===== src/rtl/dma_mem_arbiter.sv =====
// Arbitrates the single 8-bit memory port between the CPU and the DMA8 channel.
// All three sides use toggle handshakes; DMA wins unless its burst allowance is spent.
module dma_mem_arbiter #(
   parameter int MAX_DMA_BURST = 4
) (
   input  logic        clk,
   input  logic        reset,
   input  logic [23:0] cpu_addr,
   input  logic        cpu_we,
   input  logic [7:0]  cpu_wdata,
   input  logic        cpu_req,
   output logic        cpu_ack,
   output logic [7:0]  cpu_rdata,
   input  logic [23:0] dma_addr,
   input  logic        dma_we,
   input  logic [7:0]  dma_wdata,
   input  logic        dma_req,
   output logic        dma_ack,
   output logic [7:0]  dma_rdata,
   output logic [23:0] mem_addr,
   output logic        mem_we,
   output logic [7:0]  mem_wdata,
   output logic        mem_req,
   input  logic        mem_ack,
   input  logic [7:0]  mem_rdata,
   output logic        busy,
   output logic        owner
);

   typedef enum logic {S_IDLE, S_BUSY} state_t;

   localparam logic [3:0] BURST_MAX = 4'(MAX_DMA_BURST);

   state_t      state_q, state_d;
   logic [3:0]  burst_q, burst_d;
   logic        cpu_ack_q, cpu_ack_d;
   logic        dma_ack_q, dma_ack_d;
   logic        mem_req_q, mem_req_d;
   logic        mem_we_q, mem_we_d;
   logic        owner_q, owner_d;
   logic [23:0] mem_addr_q, mem_addr_d;
   logic [7:0]  mem_wdata_q, mem_wdata_d;
   logic [7:0]  cpu_rdata_q, cpu_rdata_d;
   logic [7:0]  dma_rdata_q, dma_rdata_d;

   logic cpu_pend, dma_pend, grant_dma;

   assign cpu_pend  = cpu_req ^ cpu_ack_q;
   assign dma_pend  = dma_req ^ dma_ack_q;
   // CPU only pre-empts once DMA has used its full burst allowance
   assign grant_dma = dma_pend && !(cpu_pend && burst_q == BURST_MAX);

   always_comb begin
      state_d     = state_q;
      burst_d     = burst_q;
      cpu_ack_d   = cpu_ack_q;
      dma_ack_d   = dma_ack_q;
      mem_req_d   = mem_req_q;
      mem_we_d    = mem_we_q;
      owner_d     = owner_q;
      mem_addr_d  = mem_addr_q;
      mem_wdata_d = mem_wdata_q;
      cpu_rdata_d = cpu_rdata_q;
      dma_rdata_d = dma_rdata_q;
      case (state_q)
         S_IDLE: begin
            if (cpu_pend || dma_pend) begin
               owner_d     = grant_dma;
               mem_addr_d  = grant_dma ? dma_addr  : cpu_addr;
               mem_we_d    = grant_dma ? dma_we    : cpu_we;
               mem_wdata_d = grant_dma ? dma_wdata : cpu_wdata;
               mem_req_d   = ~mem_req_q;
               state_d     = S_BUSY;
               if (grant_dma && cpu_pend) burst_d = burst_q + 4'd1;
               else                       burst_d = 4'd0;
            end
         end
         S_BUSY: begin
            if (mem_ack == mem_req_q) begin
               if (owner_q) begin
                  dma_ack_d = ~dma_ack_q;
                  if (!mem_we_q) dma_rdata_d = mem_rdata;
               end else begin
                  cpu_ack_d = ~cpu_ack_q;
                  if (!mem_we_q) cpu_rdata_d = mem_rdata;
               end
               state_d = S_IDLE;
            end
         end
      endcase
   end

   always_ff @(posedge clk) begin
      if (reset) begin
         state_q     <= S_IDLE;
         burst_q     <= 4'd0;
         cpu_ack_q   <= 1'b0;
         dma_ack_q   <= 1'b0;
         mem_req_q   <= 1'b0;
         mem_we_q    <= 1'b0;
         owner_q     <= 1'b0;
         mem_addr_q  <= 24'd0;
         mem_wdata_q <= 8'd0;
         cpu_rdata_q <= 8'd0;
         dma_rdata_q <= 8'd0;
      end else begin
         state_q     <= state_d;
         burst_q     <= burst_d;
         cpu_ack_q   <= cpu_ack_d;
         dma_ack_q   <= dma_ack_d;
         mem_req_q   <= mem_req_d;
         mem_we_q    <= mem_we_d;
         owner_q     <= owner_d;
         mem_addr_q  <= mem_addr_d;
         mem_wdata_q <= mem_wdata_d;
         cpu_rdata_q <= cpu_rdata_d;
         dma_rdata_q <= dma_rdata_d;
      end
   end

   assign cpu_ack   = cpu_ack_q;
   assign dma_ack   = dma_ack_q;
   assign cpu_rdata = cpu_rdata_q;
   assign dma_rdata = dma_rdata_q;
   assign mem_addr  = mem_addr_q;
   assign mem_we    = mem_we_q;
   assign mem_wdata = mem_wdata_q;
   assign mem_req   = mem_req_q;
   assign owner     = owner_q;
   assign busy      = (state_q == S_BUSY);

endmodule

===== config.mk =====
export PLATFORM = sky130hd
export DESIGN_NAME = dma_mem_arbiter
export DESIGN_NICKNAME = d
export VERILOG_FILES = /design/src/rtl/dma_mem_arbiter.sv
export SDC_FILE = /design/constraint.sdc
export NUM_CORES = 1
export LEC_CHECK = 0
export BUFFER_PORTS_ARGS = -buffer_cell sky130_fd_sc_hd__buf_2
export CAP_MARGIN = 20
export CORE_MARGIN = 4
export CORE_UTILIZATION = 35
export DETAILED_ROUTE_END_ITERATION = 6
export GPL_TIMING_DRIVEN = 1
export REMOVE_ABC_BUFFERS = 1
export SETUP_SLACK_MARGIN = 0.2
export SYNTH_ARGS = -nofsm -noshare
export SYNTH_HDL_FRONTEND = slang
export SYNTH_SLANG_ARGS = --single-unit
export TNS_END_PERCENT = 20

===== constraint.sdc =====
create_clock -name clk -period 2.63 [get_ports clk]
set_clock_uncertainty 0.1 [all_clocks]
set_input_delay 0.263 -clock clk [delete_from_list [all_inputs] [get_ports clk]]
set_output_delay 0.263 -clock clk [all_outputs]
set_load 0.03 [all_outputs]

==> metrics <==
synth cell count leaders dfxtp_1, nor2_1, a21oi_1; CTS sink count 58; Placed Cells incl. Taps 499; Longest Clk Path Bufs 2; # hold bufs at CTS 0; Clk Latency, worst-skew pair 0.33 ns; max-slew violations 0; MaxCap Viol Count 0; antenna violations before repair 0; switching power total 1110 uW; count leader, synth dfxtp_1; DP HPWL 5.06 mm; Tot GR Track Use 0.169; CP cell instances xnor2_1 > a21o_1 > buf_4 > a21oi_1 > a211oi_1; Worst Hold Class primary input to register; CTS H-tree depth 3; Reg clk slew, reported paths 0.07 ns; final wirelength 7.10 mm; clock share of power 0.281; Resize count post-CTS 0; Synth cell types 33; Die Y-Extent 92.5 um; placement row count 30; global route overflow 0; Top FF cell, synth dfxtp_1; cell taking the most area after synthesis dfxtp_1; min Tclk post-route 1.91 ns; endpoint class of the critical path register; worst r2r src dma_ack; ys async rst share 0; Clock Tree Root clkbuf_8; Layout Area Growth over Synthesis 36.9%; reg2reg end mem_addr[8]; Core Region 6870 um^2; die area 8560 um^2; Syn. warnings 0; cts bufs inserted 9; Placement Cell Area 3220 um^2; DR vias 2484; first-pass GRT wire length 11.6 mm; Combinational Power Share 0.345; Fmax 524 MHz; # diodes 0; drt first pass iters 4; Final Cycle Share 0.726; CP Data Required Time 2.76 ns; hold endpoint mem_addr[1]; hold path startpoint cpu_addr[1]; # setup viols final 0; average size of a mapped cell 8.71 um^2; Placer Congestion 0.756; critical path class register to register; status finished, final reports clean; setup TNS 0 ns; Yosys top cell area share 0.464; DR WL/cell 13.8 um; # nets final 495; R2R depth 5; drt drc 0; RSZ-0062 raised after global routing no; register share of total power 0.374; hold depth 3; Mapped Area 2500 um^2; design area 3420 um^2; slowest cell on the critical path xnor2_1; Layout Cells excl Fill 515; starting density of the core 0.364; number of synthesized flops with an enable pin 0; share of cells above drive strength 1 0.384; final hold vios 0; Yosys reg bits 58; Via density 4.82; switching share of power 0.374; internal power 1860 uW; buffers added on ports 132; CTS tree built; Post-DRT Antenna Nets 0; io pins 133; sequential area share after synthesis 0.464; cell count after synthesis 287; Worst path max stage delay 0.44 ns; relative slew slack 0.599; post-CTS setup buffers 0; largest net degree at the start of global routing 56; drt initial violations 67; worst-margin pin slew 0.598 ns; vias in the first global route 2449; Leak Pwr 0.00169 uW; R2R setup slack 0.72 ns; Crit Path Max Fanout 35; Power Dens Cells 870 nW/um^2; dominant cells by area after synthesis dfxtp_1, a211oi_1, nor2_1, a21oi_1, mux2i_1; Crit path arrival time 2.04 ns; die width 92.5 um; Fillers 692; crit path launch type register; VDD IR max 359 uV
-- sequential cells by signal, summed over array words and instances, names as in the netlist --
register / flops
mem_addr: 24
cpu_rdata: 8
dma_rdata: 8
mem_wdata: 8
burst_q: 4
busy: 1
cpu_ack: 1
dma_ack: 1
mem_req: 1
mem_we: 1
owner: 1
-- metal layers --
layer	wire, um	vias up	GRT usage	part of all wire
met4	87	0	0.0705	0.012
met2	3260	86	0.269	0.46
met3	608	8	0.0626	0.086
met5	0	-	0	0
li1	-	1252	-	-
met1	3140	1138	0.204	0.44
-- cells in the final DEF (no fill, tap or decap), types with 6 or more instances in the layout --
cell type / n
mux2i_1: 16
buf_2: 132
dfxtp_1: 58
clkbuf_8: 11
nand2_1: 34
a211oi_1: 33
a21oi_1: 35
buf_4: 6
nor2_1: 56
-- worst max path at each step --
stage | slack (ns) | end | cells after the start | startpoint
floorplan | 0.1 | cpu_rdata[0] | 3 | busy
global placement | 0.80 | mem_addr[2] | 6 | dma_req
detailed placement | 0.72 | mem_addr[5] | 6 | dma_req
CTS | 0.72 | mem_addr[5] | 5 | dma_ack
global route | 0.59 | mem_addr[0] | 5 | dma_ack
finish | 0.72 | mem_addr[8] | 5 | dma_ack
-- per-stage QoR --
step	power (uW)	setup WS, ns	utilization	hold WS [ns]
4_1_cts	3010	0.724	0.498	0.0534
3_5_place_dp	2170	0.725	0.468	0.384
2_1_floorplan	1800	0.0975	-	0.232
3_3_place_gp	2160	0.800	0.468	0.371
6_report	2980	0.722	0.498	0.0731
5_1_grt	3150	0.595	0.498	0.0597
-- kinds of logic (layout without fill, tap and decap cells) --
kind of cell,after synthesis,count (layout),share of synthesized area
simple gates,101,101,0.174
flops,58,58,0.464
buf+inv,25,157,0.0566
mux,16,16,0.0641
fa+ha+maj,2,2,0.0100
xor+xnor,7,7,0.0275
compound gates,78,78,0.203
-- power by group through the flow --
stage	combinational, uW	sequential, uW	clock, uW
finish	1030	1110	837
global placement	1030	1130	0
detailed placement	1040	1130	0
global route	1120	1130	893
floorplan	410	1390	0
CTS	1040	1110	861
-- critical path: cells and delay by family, from the launching register on --
kind / cells / cell delay, ns
compound gates: 3 / 0.54
xor+xnor: 1 / 0.44
buf+inv: 1 / 0.37
flops: 1 / 0.35
-- cell type report --
cell class | count | area (um^2) | share of cell area
multi-input cells | 204 | 1200 | 0.352
well taps | 96 | 120 | 0.0351
clock inverters | 4 | 50.0 | 0.0146
flip-flops and latches | 58 | 1160 | 0.339
inverters | 2 | 7.51 | 0.00219
repair buffers | 139 | 726 | 0.212
clock buffers | 12 | 155 | 0.0453
(Power assumes the default switching activity.)
